--- config.mk ---
export PLATFORM = sky130hd
export DESIGN_NAME = cache_mem_responder_flat
export DESIGN_NICKNAME = d
export VERILOG_FILES = /design/src/rtl/cache_mem_responder_if.sv /design/src/rtl/cache_mem_responder.sv /design/src/flat_wrapper.sv
export SDC_FILE = /design/constraint.sdc
export NUM_CORES = 1
export LEC_CHECK = 0
export BUFFER_PORTS_ARGS = -buffer_cell sky130_fd_sc_hd__clkbuf_2
export CORE_MARGIN = 4
export CORE_UTILIZATION = 64
export DETAILED_ROUTE_END_ITERATION = 12
export PLACE_DENSITY = 0.85
export SETUP_SLACK_MARGIN = 0.4
export SYNTH_ARGS = -nofsm -noshare
export SYNTH_HDL_FRONTEND = slang
export SYNTH_SLANG_ARGS = --single-unit
--- constraint.sdc ---
create_clock -name clk -period 20.6 [get_ports clk]
set_clock_uncertainty 0.15 [all_clocks]
set_input_delay 4.12 -clock clk [delete_from_list [all_inputs] [get_ports clk]]
set_output_delay 4.12 -clock clk [all_outputs]
set_load 0.1 [all_outputs]
--- src/rtl/cache_mem_responder_if.sv ---
// Bus bundle between a cache line's mem_* initiator port, the responder, and backing memory.
// The responder takes the slave view; the cache line plus backing memory take the master view.
interface cache_mem_responder_if #(
    parameter int ADDRBITS  = 32,
    parameter int DATABITS  = 32,
    parameter int DEPTHBITS = 3
);
    // cache line side
    logic [ADDRBITS-1:0]  mem_addr;
    logic [DATABITS-1:0]  mem_in;
    logic                 mem_wrreq;
    logic                 mem_rdreq;
    logic [DATABITS-1:0]  mem_out;
    logic                 mem_out_valid;
    logic                 cache_line_pause;
    // backing memory side
    logic [ADDRBITS-1:0]  bm_addr;
    logic [DATABITS-1:0]  bm_wdata;
    logic                 bm_we;
    logic                 bm_re;
    logic                 bm_ready;
    logic [DATABITS-1:0]  bm_rdata;
    logic                 bm_rdata_valid;
    // status
    logic [DEPTHBITS:0]   rd_outstanding;
    logic                 err;

    modport slave (
        input  mem_addr, mem_in, mem_wrreq, mem_rdreq,
               bm_ready, bm_rdata, bm_rdata_valid,
        output mem_out, mem_out_valid, cache_line_pause,
               bm_addr, bm_wdata, bm_we, bm_re,
               rd_outstanding, err
    );

    modport master (
        output mem_addr, mem_in, mem_wrreq, mem_rdreq,
               bm_ready, bm_rdata, bm_rdata_valid,
        input  mem_out, mem_out_valid, cache_line_pause,
               bm_addr, bm_wdata, bm_we, bm_re,
               rd_outstanding, err
    );
endinterface

--- src/rtl/cache_mem_responder.sv ---
// In-order memory responder: request FIFO -> single issue register -> backing memory,
// read data returned through one register stage, registered pause before the FIFO fills.
module cache_mem_responder #(
    parameter int ADDRBITS     = 32,
    parameter int DATABITS     = 32,
    parameter int DEPTHBITS    = 3,
    parameter int PAUSE_MARGIN = 3
) (
    input  logic                 clk,
    input  logic                 reset_n,
    cache_mem_responder_if.slave bus
);
    localparam int CW    = DEPTHBITS + 1;
    localparam int DEPTH = 1 << DEPTHBITS;
    localparam logic [CW-1:0]        CNT_FULL = CW'(DEPTH);
    localparam logic [CW-1:0]        CNT_ONE  = CW'(1);
    localparam logic [CW-1:0]        PAUSE_TH = CW'(DEPTH - PAUSE_MARGIN);
    localparam logic [DEPTHBITS-1:0] PTR_ONE  = DEPTHBITS'(1);

    typedef struct packed {
        logic                we;
        logic [ADDRBITS-1:0] addr;
        logic [DATABITS-1:0] data;
    } req_t;

    typedef enum logic {IDLE, BUSY} iss_state_t;

    req_t                 fifo_q [DEPTH];
    logic [DEPTHBITS-1:0] wr_ptr, rd_ptr;
    logic [CW-1:0]        count, count_next;
    req_t                 push_req, iss_q;
    iss_state_t           state, state_next;
    logic                 req_any, collide, fifo_empty;
    logic                 load, push, drop;
    logic                 rd_acc, rv_ok, rv_bad;
    logic [CW-1:0]        rd_out, rd_out_next;

    // ---------------- enqueue side ----------------
    always_comb begin
        req_any    = bus.mem_wrreq | bus.mem_rdreq;
        collide    = bus.mem_wrreq & bus.mem_rdreq;
        fifo_empty = (count == '0);
        // a pop on the same edge frees a slot, so a full FIFO can still accept
        push       = req_any && ((count != CNT_FULL) || load);
        drop       = req_any && !push;
        // on collision the write wins: we=1 carries the write data
        push_req   = '{we: bus.mem_wrreq, addr: bus.mem_addr, data: bus.mem_in};
    end

    always_comb begin
        count_next = count;
        if (push && !load)
            count_next = count + CNT_ONE;
        else if (!push && load)
            count_next = count - CNT_ONE;
    end

    always_ff @(posedge clk) begin
        if (push)
            fifo_q[wr_ptr] <= push_req;
    end

    always_ff @(posedge clk or negedge reset_n) begin
        if (!reset_n) begin
            wr_ptr               <= '0;
            rd_ptr               <= '0;
            count                <= '0;
            bus.cache_line_pause <= 1'b0;
        end else begin
            if (push) wr_ptr <= wr_ptr + PTR_ONE;
            if (load) rd_ptr <= rd_ptr + PTR_ONE;
            count                <= count_next;
            bus.cache_line_pause <= (count_next >= PAUSE_TH);
        end
    end

    // ---------------- issue register ----------------
    always_comb begin
        state_next = state;
        load       = 1'b0;
        case (state)
            IDLE: begin
                if (!fifo_empty) begin
                    load       = 1'b1;
                    state_next = BUSY;
                end
            end
            BUSY: begin
                if (bus.bm_ready) begin
                    if (!fifo_empty) load = 1'b1;
                    else             state_next = IDLE;
                end
            end
            default: state_next = IDLE;
        endcase
    end

    always_ff @(posedge clk or negedge reset_n) begin
        if (!reset_n) begin
            state <= IDLE;
            iss_q <= '0;
        end else begin
            state <= state_next;
            if (load) iss_q <= fifo_q[rd_ptr];
        end
    end

    assign bus.bm_we    = (state == BUSY) &&  iss_q.we;
    assign bus.bm_re    = (state == BUSY) && !iss_q.we;
    assign bus.bm_addr  = iss_q.addr;
    assign bus.bm_wdata = iss_q.data;

    // ---------------- read tracking and return ----------------
    always_comb begin
        rd_acc = (state == BUSY) && !iss_q.we && bus.bm_ready;
        // data with nothing outstanding cannot belong to any request of ours
        rv_ok  = bus.bm_rdata_valid && (rd_out != '0);
        rv_bad = bus.bm_rdata_valid && (rd_out == '0);
        rd_out_next = rd_out;
        if (rd_acc && !rv_ok)
            rd_out_next = rd_out + CNT_ONE;
        else if (!rd_acc && rv_ok)
            rd_out_next = rd_out - CNT_ONE;
    end

    always_ff @(posedge clk or negedge reset_n) begin
        if (!reset_n) begin
            rd_out            <= '0;
            bus.mem_out       <= '0;
            bus.mem_out_valid <= 1'b0;
            bus.err           <= 1'b0;
        end else begin
            rd_out            <= rd_out_next;
            bus.mem_out_valid <= rv_ok;
            if (rv_ok) bus.mem_out <= bus.bm_rdata;
            if (collide || drop || rv_bad) bus.err <= 1'b1;
        end
    end

    assign bus.rd_outstanding = rd_out;

endmodule

--- src/flat_wrapper.sv ---
// flat-port wrapper written by rule: the top's interface ports become plain ports
module cache_mem_responder_flat 
#(
    parameter int ADDRBITS     = 32,
    parameter int DATABITS     = 32,
    parameter int DEPTHBITS    = 3,
    parameter int PAUSE_MARGIN = 3
)
  (clk, reset_n, bus_mem_addr, bus_mem_in, bus_mem_wrreq, bus_mem_rdreq, bus_bm_ready, bus_bm_rdata, bus_bm_rdata_valid, bus_mem_out, bus_mem_out_valid, bus_cache_line_pause, bus_bm_addr, bus_bm_wdata, bus_bm_we, bus_bm_re, bus_rd_outstanding, bus_err);
  cache_mem_responder_if #(.ADDRBITS(ADDRBITS), .DATABITS(DATABITS), .DEPTHBITS(DEPTHBITS)) bus_i ();
  input  logic clk;
  input  logic reset_n;
  input wire logic [$bits(bus_i.mem_addr)-1:0] bus_mem_addr;
  input wire logic [$bits(bus_i.mem_in)-1:0] bus_mem_in;
  input wire logic [$bits(bus_i.mem_wrreq)-1:0] bus_mem_wrreq;
  input wire logic [$bits(bus_i.mem_rdreq)-1:0] bus_mem_rdreq;
  input wire logic [$bits(bus_i.bm_ready)-1:0] bus_bm_ready;
  input wire logic [$bits(bus_i.bm_rdata)-1:0] bus_bm_rdata;
  input wire logic [$bits(bus_i.bm_rdata_valid)-1:0] bus_bm_rdata_valid;
  output wire logic [$bits(bus_i.mem_out)-1:0] bus_mem_out;
  output wire logic [$bits(bus_i.mem_out_valid)-1:0] bus_mem_out_valid;
  output wire logic [$bits(bus_i.cache_line_pause)-1:0] bus_cache_line_pause;
  output wire logic [$bits(bus_i.bm_addr)-1:0] bus_bm_addr;
  output wire logic [$bits(bus_i.bm_wdata)-1:0] bus_bm_wdata;
  output wire logic [$bits(bus_i.bm_we)-1:0] bus_bm_we;
  output wire logic [$bits(bus_i.bm_re)-1:0] bus_bm_re;
  output wire logic [$bits(bus_i.rd_outstanding)-1:0] bus_rd_outstanding;
  output wire logic [$bits(bus_i.err)-1:0] bus_err;
  assign bus_i.mem_addr = bus_mem_addr;
  assign bus_i.mem_in = bus_mem_in;
  assign bus_i.mem_wrreq = bus_mem_wrreq;
  assign bus_i.mem_rdreq = bus_mem_rdreq;
  assign bus_i.bm_ready = bus_bm_ready;
  assign bus_i.bm_rdata = bus_bm_rdata;
  assign bus_i.bm_rdata_valid = bus_bm_rdata_valid;
  assign bus_mem_out = bus_i.mem_out;
  assign bus_mem_out_valid = bus_i.mem_out_valid;
  assign bus_cache_line_pause = bus_i.cache_line_pause;
  assign bus_bm_addr = bus_i.bm_addr;
  assign bus_bm_wdata = bus_i.bm_wdata;
  assign bus_bm_we = bus_i.bm_we;
  assign bus_bm_re = bus_i.bm_re;
  assign bus_rd_outstanding = bus_i.rd_outstanding;
  assign bus_err = bus_i.err;
  cache_mem_responder #(.ADDRBITS(ADDRBITS), .DATABITS(DATABITS), .DEPTHBITS(DEPTHBITS), .PAUSE_MARGIN(PAUSE_MARGIN)) u_core (.clk(clk), .reset_n(reset_n), .bus(bus_i));
endmodule
### Yosys cells after proc, flatten, opt, wreduce, memory -nomap -nowiden

Memory sizes are Yosys's and may differ from the RTL's. A register that Yosys moved wholly into a read port is not among the register bits.
Index checks and enable logic that the tools add are counted.

| word-level totals | value |
|---|---|
| register bits | 50 |
| latch bits | 0 |
| memory bits (writable) | 520 |
| ROM bits | 0 |
| bits of input ports | 102 |
| output and inout port bits | 105 |
| memories kept | 1 |

| operators by class | value |
|---|---|
| add/sub/neg operators | 6 |
| multiply operators | 0 |
| divide/modulo/power cells | 0 |
| order comparisons | 1 |
| eq/ne operators | 1 |
| shift operators | 0 |
| muxes and demuxes | 11 |
| bitwise operators | 3 |
| reduce and logical (&&, ||, !) cells | 24 |

Memories:

| memory | words | bits a word | read ports | clocked after Yosys merged registers in | wr ports | RTL line | source |
|---|---|---|---|---|---|---|---|
| u_core.fifo_q | 8 | 65 | 1 | 1 | 1 | cache_mem_responder.sv:28 | `req_t fifo_q [DEPTH];` |

Operators by type and width:

| kind | count |
|---|---|
| $mux W4 | 4 |
| $logic_and A1 B1 Y1 | 11 |
| $add A4 B1 Y4 const B | 2 |
| $logic_not A4 Y1 | 2 |
| $sub A4 B1 Y4 const B | 2 |
| $add A3 B1 Y3 const B | 2 |
| $logic_not A1 Y1 | 6 |
| $mux W1 | 5 |
| $ge A4 B3 Y1 const B | 1 |
| $ne A4 B4 Y1 const B | 1 |
| $pmux W1 S2 | 2 |
| $reduce_bool A4 Y1 | 1 |
| $logic_or A1 B1 Y1 | 3 |
| $reduce_bool A2 Y1 | 1 |
| $and A1 B1 Y1 | 1 |
| $not A1 Y1 | 1 |
| $or A1 B1 Y1 | 1 |

### Depth between registers and ports, before layout

Gate-level depths: netlist of the first run.

| depth | value |
|---|---|
| word-level depth | 11 |
| mapped depth | 12 |

### Worst setup path before layout of the first run

OpenSTA, ideal clock, no wires.

| path | value |
|---|---|
| kind | input -> register |
| from | input bus_bm_ready |
| to | memory u_core.fifo_q[0][0] in the netlist's numbering, enable pin |
| setup time | 568 ps |
| data arrival time | 9262 ps |
| data required time | 19882 ps |
| path slack | 10620 ps |
| stages on the path | 5 |
| path buffers | 1 |
| path through | nor2b_1 > buf_2 > and3_1 > or3_1 > nor3_1 |

| between the ends | value |
|---|---|
| word-level cells in the longest chain between the ends | 6 |

Ends and longest elaborated chain:

| element | RTL line | source |
|---|---|---|
| start: declaration | flat_wrapper.sv:17 | `input wire logic [$bits(bus_i.bm_ready)-1:0] bus_bm_ready;` |
| $mux W1 | cache_mem_responder.sv:89 | `if (bus.bm_ready) begin` |
| $pmux W1 S2 | cache_mem_responder.sv:81 | `case (state)` |
| $logic_or A1 B1 Y1 | cache_mem_responder.sv:44 | `push = req_any && ((count != CNT_FULL) \|\| load);` |
| $logic_and A1 B1 Y1 | cache_mem_responder.sv:44 |  |
| $mux W1 | cache_mem_responder.sv:59 | `if (push)` |
| $mux W1 (implied by the code) | cache_mem_responder.sv:60 | `fifo_q[wr_ptr] <= push_req;` |
| end: declaration | cache_mem_responder.sv:28 |  |

No other way between the ends.

### Worst setup path after layout of the first run

| path | value |
|---|---|
| from | input bus_mem_wrreq |
| to | memory u_core.fifo_q[7][25] in the netlist's numbering, enable pin |

| between the ends | value |
|---|---|
| word-level cells in the longest chain between the ends | 4 |

Ends and longest elaborated chain:

| element | RTL line | source |
|---|---|---|
| start: declaration | flat_wrapper.sv:15 | `input wire logic [$bits(bus_i.mem_wrreq)-1:0] bus_mem_wrreq;` |
| $or A1 B1 Y1 | cache_mem_responder.sv:40 | `req_any = bus.mem_wrreq \| bus.mem_rdreq;` |
| $logic_and A1 B1 Y1 | cache_mem_responder.sv:44 |  |
| $mux W1 | cache_mem_responder.sv:59 |  |
| $mux W1 (implied by the code) | cache_mem_responder.sv:60 |  |

No other way between the ends.

==> out/summary.txt, run 1 <==
vias - 12300
die height - 204 µm
WHS - 316 ps
slowest stage delay, CP - 790 ps
clk root buf - clkbuf_16
final wirelength - 51.4 mm
IO Port Bufs - 206
Post-Syn Instances - 1281
final setup fails - 0
status - finished, final reports clean
Place WS - 13370 ps
DP Cell Count - 1888
Worst Path Max Fanout - 39
Crit. End Element - register
FILL cells - 2099
slowest CP cell - nor2_4
count leader, synth - edfxtp_1
DRC - 0
MaxCap Viol Count - 0
# nets final - 1547
number of buffers created by CTS - 58
endpoints failing hold - 0
number of synthesized flops with an enable pin - 520
post-DP HPWL - 27.9 mm
first-pass GRT wire length - 79.1 mm
Mapped Avg Cell Area - 19.1 µm²
Yosys warning total - 0
IO Count - 207
Achievable Freq - 150 MHz
WL/cell - 25.7 µm
Synth top area share - 63.7%
area grow syn2layout - 11.9%
ys flop type - edfxtp_1
Hold Path Class - reg -> reg
via/cell ratio - 6.16
PnR worst setup slack - 13950 ps
Area contributors post-synth - edfxtp_1 64%, mux4_2 12%, dfrtp_1 12%, mux2i_1 2.7%, buf_4 2.0%
Initial Util - 64.9%
Die Width - 204 µm
RSZ-0062 raised after global routing - no
Util after Layout - 72.7%
CTS tree - built
CP delay by family, top - simple AND/OR/NAND/NOR gates
clk sinks - 635
Final period util - 32.3%
Slew Viols, Final - 0
Crit path buffers/inverters - 2
H-Tree Level Count - 2
Synth area leader - edfxtp_1
Setup Fix Bufs, Post-CTS - 0
hold_buf cts - 0
worst endpoint data arrival time - 6730 ps
die area - 41500 µm²
Sum Neg Setup Slack - 0 ps
Setup crit start kind - input pin
register area share after synthesis - 75.5%
largest net degree at the start of global routing - 105
routability cong. - 0.765
worst path cell trace - clkbuf_2 -> nor2_1 -> nor2_1 -> nand2_1 -> nor2_4 -> buf_4
total core area - 37800 µm²
post-synth cell types - 43
clk slew on worst S/H paths - 60 ps
Tot GR Track Use - 25.3%
fin area - 27400 µm²
Resized Gates After CTS - 0
Synth top cells by count - 520 x edfxtp_1, 130 x mux4_2, 115 x dfrtp_1
total grt overflow - 0
CP dominant cell by count - nor2_1
peak supply drop - 177 µV
layout cells sized above 1 - 30.8%
first-pass iteration count of the detailed router - 5
overall power - 4.76 mW
Clk Latency, worst-skew pair - 610 ps
Slew Limit Headroom - 20.0%
syn_nets - 1391
pwr dens - 173 nW/µm²
Yosys reg bits - 635
initial antenna violation count - 5
Row Count - 71
post-route ant nets - 0
Max clock buf depth - 3
via count of the first global-routing pass - 12800
FFs w/ async S/R, synth - 18.1%
Lkg Pwr - 9.86 nW
Area after DPL - 25500 µm²
worst-margin pin slew - 1200 ps
CP required - 20680 ps
Setup CP Type - in -> reg
DR iter-0 viols - 1321
post-layout minimum cycle time - 6650 ps
Syn Std Cell Area - 24500 µm²
Final Non-Filler Cells - 1999
path summary, 6_finish.rpt:
path / startpoint / to / slack (ps) / cells past startpoint
setup / recovery: bus_mem_wrreq / u_core.fifo_q[7][25] / 13950 / 6
hold / removal: u_core.bus.err / u_core.bus.err / 320 / 1
setup reg to reg: u_core.rd_ptr[0] / u_core.bus.bm_addr[14] / 16370 / 5
hold reg to reg: u_core.bus.err / u_core.bus.err / 320 / 1
max in group asynchronous: reset_n / u_core.bus.bm_addr[7] / 15740 / 2
min in group asynchronous: reset_n / u_core.bus.mem_out_valid / 3280 / 1
power by group:
| group | internal (mW) | switching (mW) |
|---|---|---|
| Combinational | 0.513 | 1.24 |
| Clock | 0.608 | 0.456 |
| Sequential | 1.74 | 0.200 |
layout by cell type, fill, tap and decap left out, types with 3 or more instances in the layout:
cell | Yosys | layout
edfxtp_1 | 520 | 520
clkbuf_2 | 0 | 205
mux4_2 | 130 | 130
dfrtp_1 | 115 | 112
nand2_1 | 108 | 108
nor2_1 | 76 | 70
a21oi_1 | 69 | 69
mux2i_1 | 65 | 65
clkbuf_16 | 0 | 59
buf_4 | 65 | 16
clkinv_1 | 0 | 15
clkbuf_1 | 18 | 10
clkinv_2 | 0 | 8
nor2_4 | 0 | 7
ha_1 | 7 | 7
bufinv_16 | 0 | 6
o21ai_0 | 5 | 5
inv_1 | 5 | 5
xnor2_1 | 5 | 5
clkinvlp_4 | 0 | 5
diode_2 | 0 | 4
nand2b_1 | 4 | 4
nor3_1 | 6 | 4
nand3_1 | 3 | 3
nor2b_1 | 3 | 3
nor4_1 | 3 | 3
or3_1 | 3 | 3
mux2_2 | 3 | 3
xor2_1 | 3 | 3
clkbuf_8 | 0 | 3
dfrtp_4 | 0 | 3
per-layer routing:
metal | vias to the layer above | track usage, % | wire length [µm]
met5 | - | 0 | 25
met4 | 4 | 7.78 | 1390
met3 | 99 | 5.01 | 4300
met2 | 663 | 41.2 | 25900
met1 | 6307 | 35.6 | 19800
li1 | 5234 | - | -
logic make-up (layout without fill, tap and decap cells):
logic type                 Yosys count  after routing  synth area share (%)
other                                0              4                     0
DFF                                635            635                  75.5
AOI/OAI and AO/OA                   86             86                  1.99
xor gates and xnor gates             8              8                 0.286
muxes                              198            198                  14.7
adders and majority gates           10             10                 0.526
buffers and inverters              131            334                  3.46
and+or+nand+nor                    213            213                  3.55
state kept, by name (all words and copies together), names as in the netlist, 3 cells and up:
register,cells
u_core.bus.bm_wdata,32
u_core.bus.bm_addr,32
u_core.fifo_q,520
u_core.wr_ptr,3
u_core.count,4
u_core.bus.mem_out,32
u_core.rd_ptr,3
u_core.bus.rd_outstanding,4
cell type report:
cell class                      count  area (µm²)  area share (%)
Sequential cell                   635       18500            67.4
Multi-Input combinational cell    515        5230            19.1
Clock buffer                       72        1560            5.67
Timing Repair Buffer              222        1160            4.22
Tap cell                          511         639            2.33
Clock inverter                     35         323            1.18
Inverter                            5        18.8          0.0684
Antenna cell                        4        10.0          0.0365
(Power assumes the default switching activity.)
==> inputs of run 2 (changes only) <==
--- a/config.mk
+++ b/config.mk
@@ -7,9 +7,9 @@
 export LEC_CHECK = 0
 export BUFFER_PORTS_ARGS = -buffer_cell sky130_fd_sc_hd__clkbuf_2
 export CORE_MARGIN = 4
-export CORE_UTILIZATION = 64
+export CORE_UTILIZATION = 59
 export DETAILED_ROUTE_END_ITERATION = 12
-export PLACE_DENSITY = 0.85
+export PLACE_DENSITY = 0.79
 export SETUP_SLACK_MARGIN = 0.4
 export SYNTH_ARGS = -nofsm -noshare
 export SYNTH_HDL_FRONTEND = slang
==> constraint.sdc (replaced) <==
create_clock -name clk -period 6.66 [get_ports clk]
set_clock_uncertainty 0.15 [all_clocks]
set_input_delay 1.332 -clock clk [delete_from_list [all_inputs] [get_ports clk]]
set_output_delay 1.332 -clock clk [all_outputs]
set_load 0.1 [all_outputs]
==> out/summary.txt, run 2 (synthesis gave the netlist of run 1 again) <==
status - finished, final reports clean (unchanged)
Final period util - 58.0%
max reg flops - 520 (unchanged)
pwr dens - 531 nW/µm² (was 173 nW/µm²)
CTS tree - built (unchanged)
most frequent cells in the layout - 520 x edfxtp_1, 205 x clkbuf_2, 130 x mux4_2 (unchanged)
die height - 212 µm (was 204 µm)
Setup Fix Bufs, Post-CTS - 0 (unchanged)
first-pass GRT wire length - 73.9 mm (was 79.1 mm)
H-Tree Level Count - 2 (unchanged)
Util after Layout - 67.5% (was 72.7%)
post-route ant nets - 0 (unchanged)
fin area - 27600 µm² (was 27400 µm²)
CP required - 6740 ps (was 20680 ps)
WHS - 322 ps (was 316 ps)
worst path cell trace - clkbuf_2 -> nor2_1 -> or3_1 -> nor3_4 -> buf_4 (was clkbuf_2 -> nor2_1 -> nor2_1 -> nand2_1 -> nor2_4 -> buf_4)
Largest Register - u_core.fifo_q (unchanged)
clk slew on worst S/H paths - 60 ps (about the same)
largest net degree at the start of global routing - 70 (was 105)
vias - 11900 (was 12300)
IO Port Bufs - 206 (unchanged)
Sum Neg Setup Slack - 0 ps (unchanged)
Slew Limit Headroom - 16.0% (was 20.0%)
total grt overflow - 0 (unchanged)
Max clock buf depth - 3 (unchanged)
DRC - 0 (unchanged)
worst endpoint data arrival time - 3950 ps (was 6730 ps)
peak supply drop - 511 µV (was 177 µV)
hold_buf cts - 0 (unchanged)
Crit. End Element - register (unchanged)
Initial Util - 59.9% (was 64.9%)
FILL cells - 2566 (was 2099)
DR iter-0 viols - 1030 (was 1321)
total core area - 40900 µm² (was 37800 µm²)
clk sinks - 635 (unchanged)
area grow syn2layout - 12.7% (was 11.9%)
Row Count - 74 (was 71)
Slew Viols, Final - 0 (unchanged)
Clk Latency, worst-skew pair - 590 ps (was 610 ps)
via count of the first global-routing pass - 12500 (was 12800)
# nets final - 1552 (was 1547)
routability cong. - 0.814 (was 0.765)
clk root buf - clkbuf_16 (unchanged)
Achievable Freq - 259 MHz
slowest CP cell - nor3_4 (was nor2_4)
Seq. cell area - 18500 µm² (unchanged)
WL/cell - 23.5 µm (was 25.7 µm)
slowest stage delay, CP - 1000 ps (was 790 ps)
endpoints failing hold - 0 (unchanged)
first-pass iteration count of the detailed router - 5 (unchanged)
via/cell ratio - 5.87 (was 6.16)
PnR worst setup slack - 2800 ps (was 13950 ps)
MaxCap Viol Count - 0 (unchanged)
Setup crit start kind - input pin (unchanged)
Worst Path Max Fanout - 27 (was 39)
post-DP HPWL - 28.1 mm (was 27.9 mm)
Hold Path Class - reg -> reg (unchanged)
initial antenna violation count - 5 (unchanged)
multi-input logic area - 5240 µm² (was 5230 µm²)
Resized Gates After CTS - 0 (unchanged)
RSZ-0062 raised after global routing - no (unchanged)
Crit path buffers/inverters - 2 (unchanged)
overall power - 14.7 mW (was 4.76 mW)
IO Count - 207 (unchanged)
most common cell after layout, fill and taps aside - edfxtp_1 (unchanged)
Tot GR Track Use - 21.7% (was 25.3%)
worst-margin pin slew - 1260 ps (was 1200 ps)
die area - 44900 µm² (was 41500 µm²)
post-layout minimum cycle time - 3860 ps
DP Cell Count - 1914 (was 1888)
Area after DPL - 25600 µm² (was 25500 µm²)
Lkg Pwr - 9.95 nW (was 9.86 nW)
Final Non-Filler Cells - 2025 (was 1999)
final setup fails - 0 (unchanged)
Setup CP Type - in -> reg (unchanged)
CP delay by family, top - simple AND/OR/NAND/NOR gates (unchanged)
layout cells sized above 1 - 31.3% (was 30.8%)
final wirelength - 47.6 mm (was 51.4 mm)
Die Width - 212 µm (was 204 µm)
number of buffers created by CTS - 58 (unchanged)
Place WS - 2200 ps (was 13370 ps)
run 2: cell types whose count changed in the layout (fill, tap and decap cells not counted), moves of 2 or more:
cell / previous run / this run
buf_12: 0 / 2
nor3_4: 0 / 2
diode_2: 4 / 2
clkbuf_1: 10 / 15
buf_4: 16 / 19
clkinv_1: 15 / 8
clkinvlp_4: 5 / 0
clkbuf_8: 3 / 10
nor3_2: 2 / 0
clkbuf_16: 59 / 61
run 2: final cells by class:
cell class                      instances  area share, %
Multi-Input combinational cell        515           19.0
Timing Repair Buffer                  227           4.42
Tap cell                              532           2.41
Clock buffer                           86           6.23
Sequential cell                       635           67.0
Antenna cell                            2         0.0181
Clock inverter                         23          0.861
Inverter                                5         0.0680
run 2: path summary, 6_finish.rpt:
path                                   startpoint                     endpoint  slack (ps)  cells after the start
max                                 bus_mem_wrreq         u_core.fifo_q[0][32]        2800                      5
min                        u_core.bus.mem_out[27]       u_core.bus.mem_out[27]         320                      2
max reg2reg                       u_core.count[1]         u_core.fifo_q[0][32]        2810                      7
min reg2reg                u_core.bus.mem_out[27]       u_core.bus.mem_out[27]         320                      2
max in group asynchronous                 reset_n       u_core.bus.bm_addr[13]        4570                      2
min in group asynchronous                 reset_n  u_core.bus.cache_line_pause         540                      1
run 2: per-layer routing:
metal	GRT usage, %	vias to the layer above	routed length (µm)
met4	5.91	6	1070
li1	-	5236	-
met3	4.06	74	3280
met5	0	-	38
met2	36.0	444	23700
met1	30.3	6122	19500
run 2: power by group:
part	leakage, nW	switching, mW	internal (mW)
Clock	0.961	1.37	1.98
Combinational	2.93	3.79	1.60
Sequential	6.06	0.555	5.37
run 2: worst reg2reg max path, stage by stage (launching register included):
cell     delay [ps]
dfrtp_1         470
inv_1            80
ha_1            240
nor2b_1         210
and3_1          260
or3_1           490
nor3_4         1000
buf_4           560
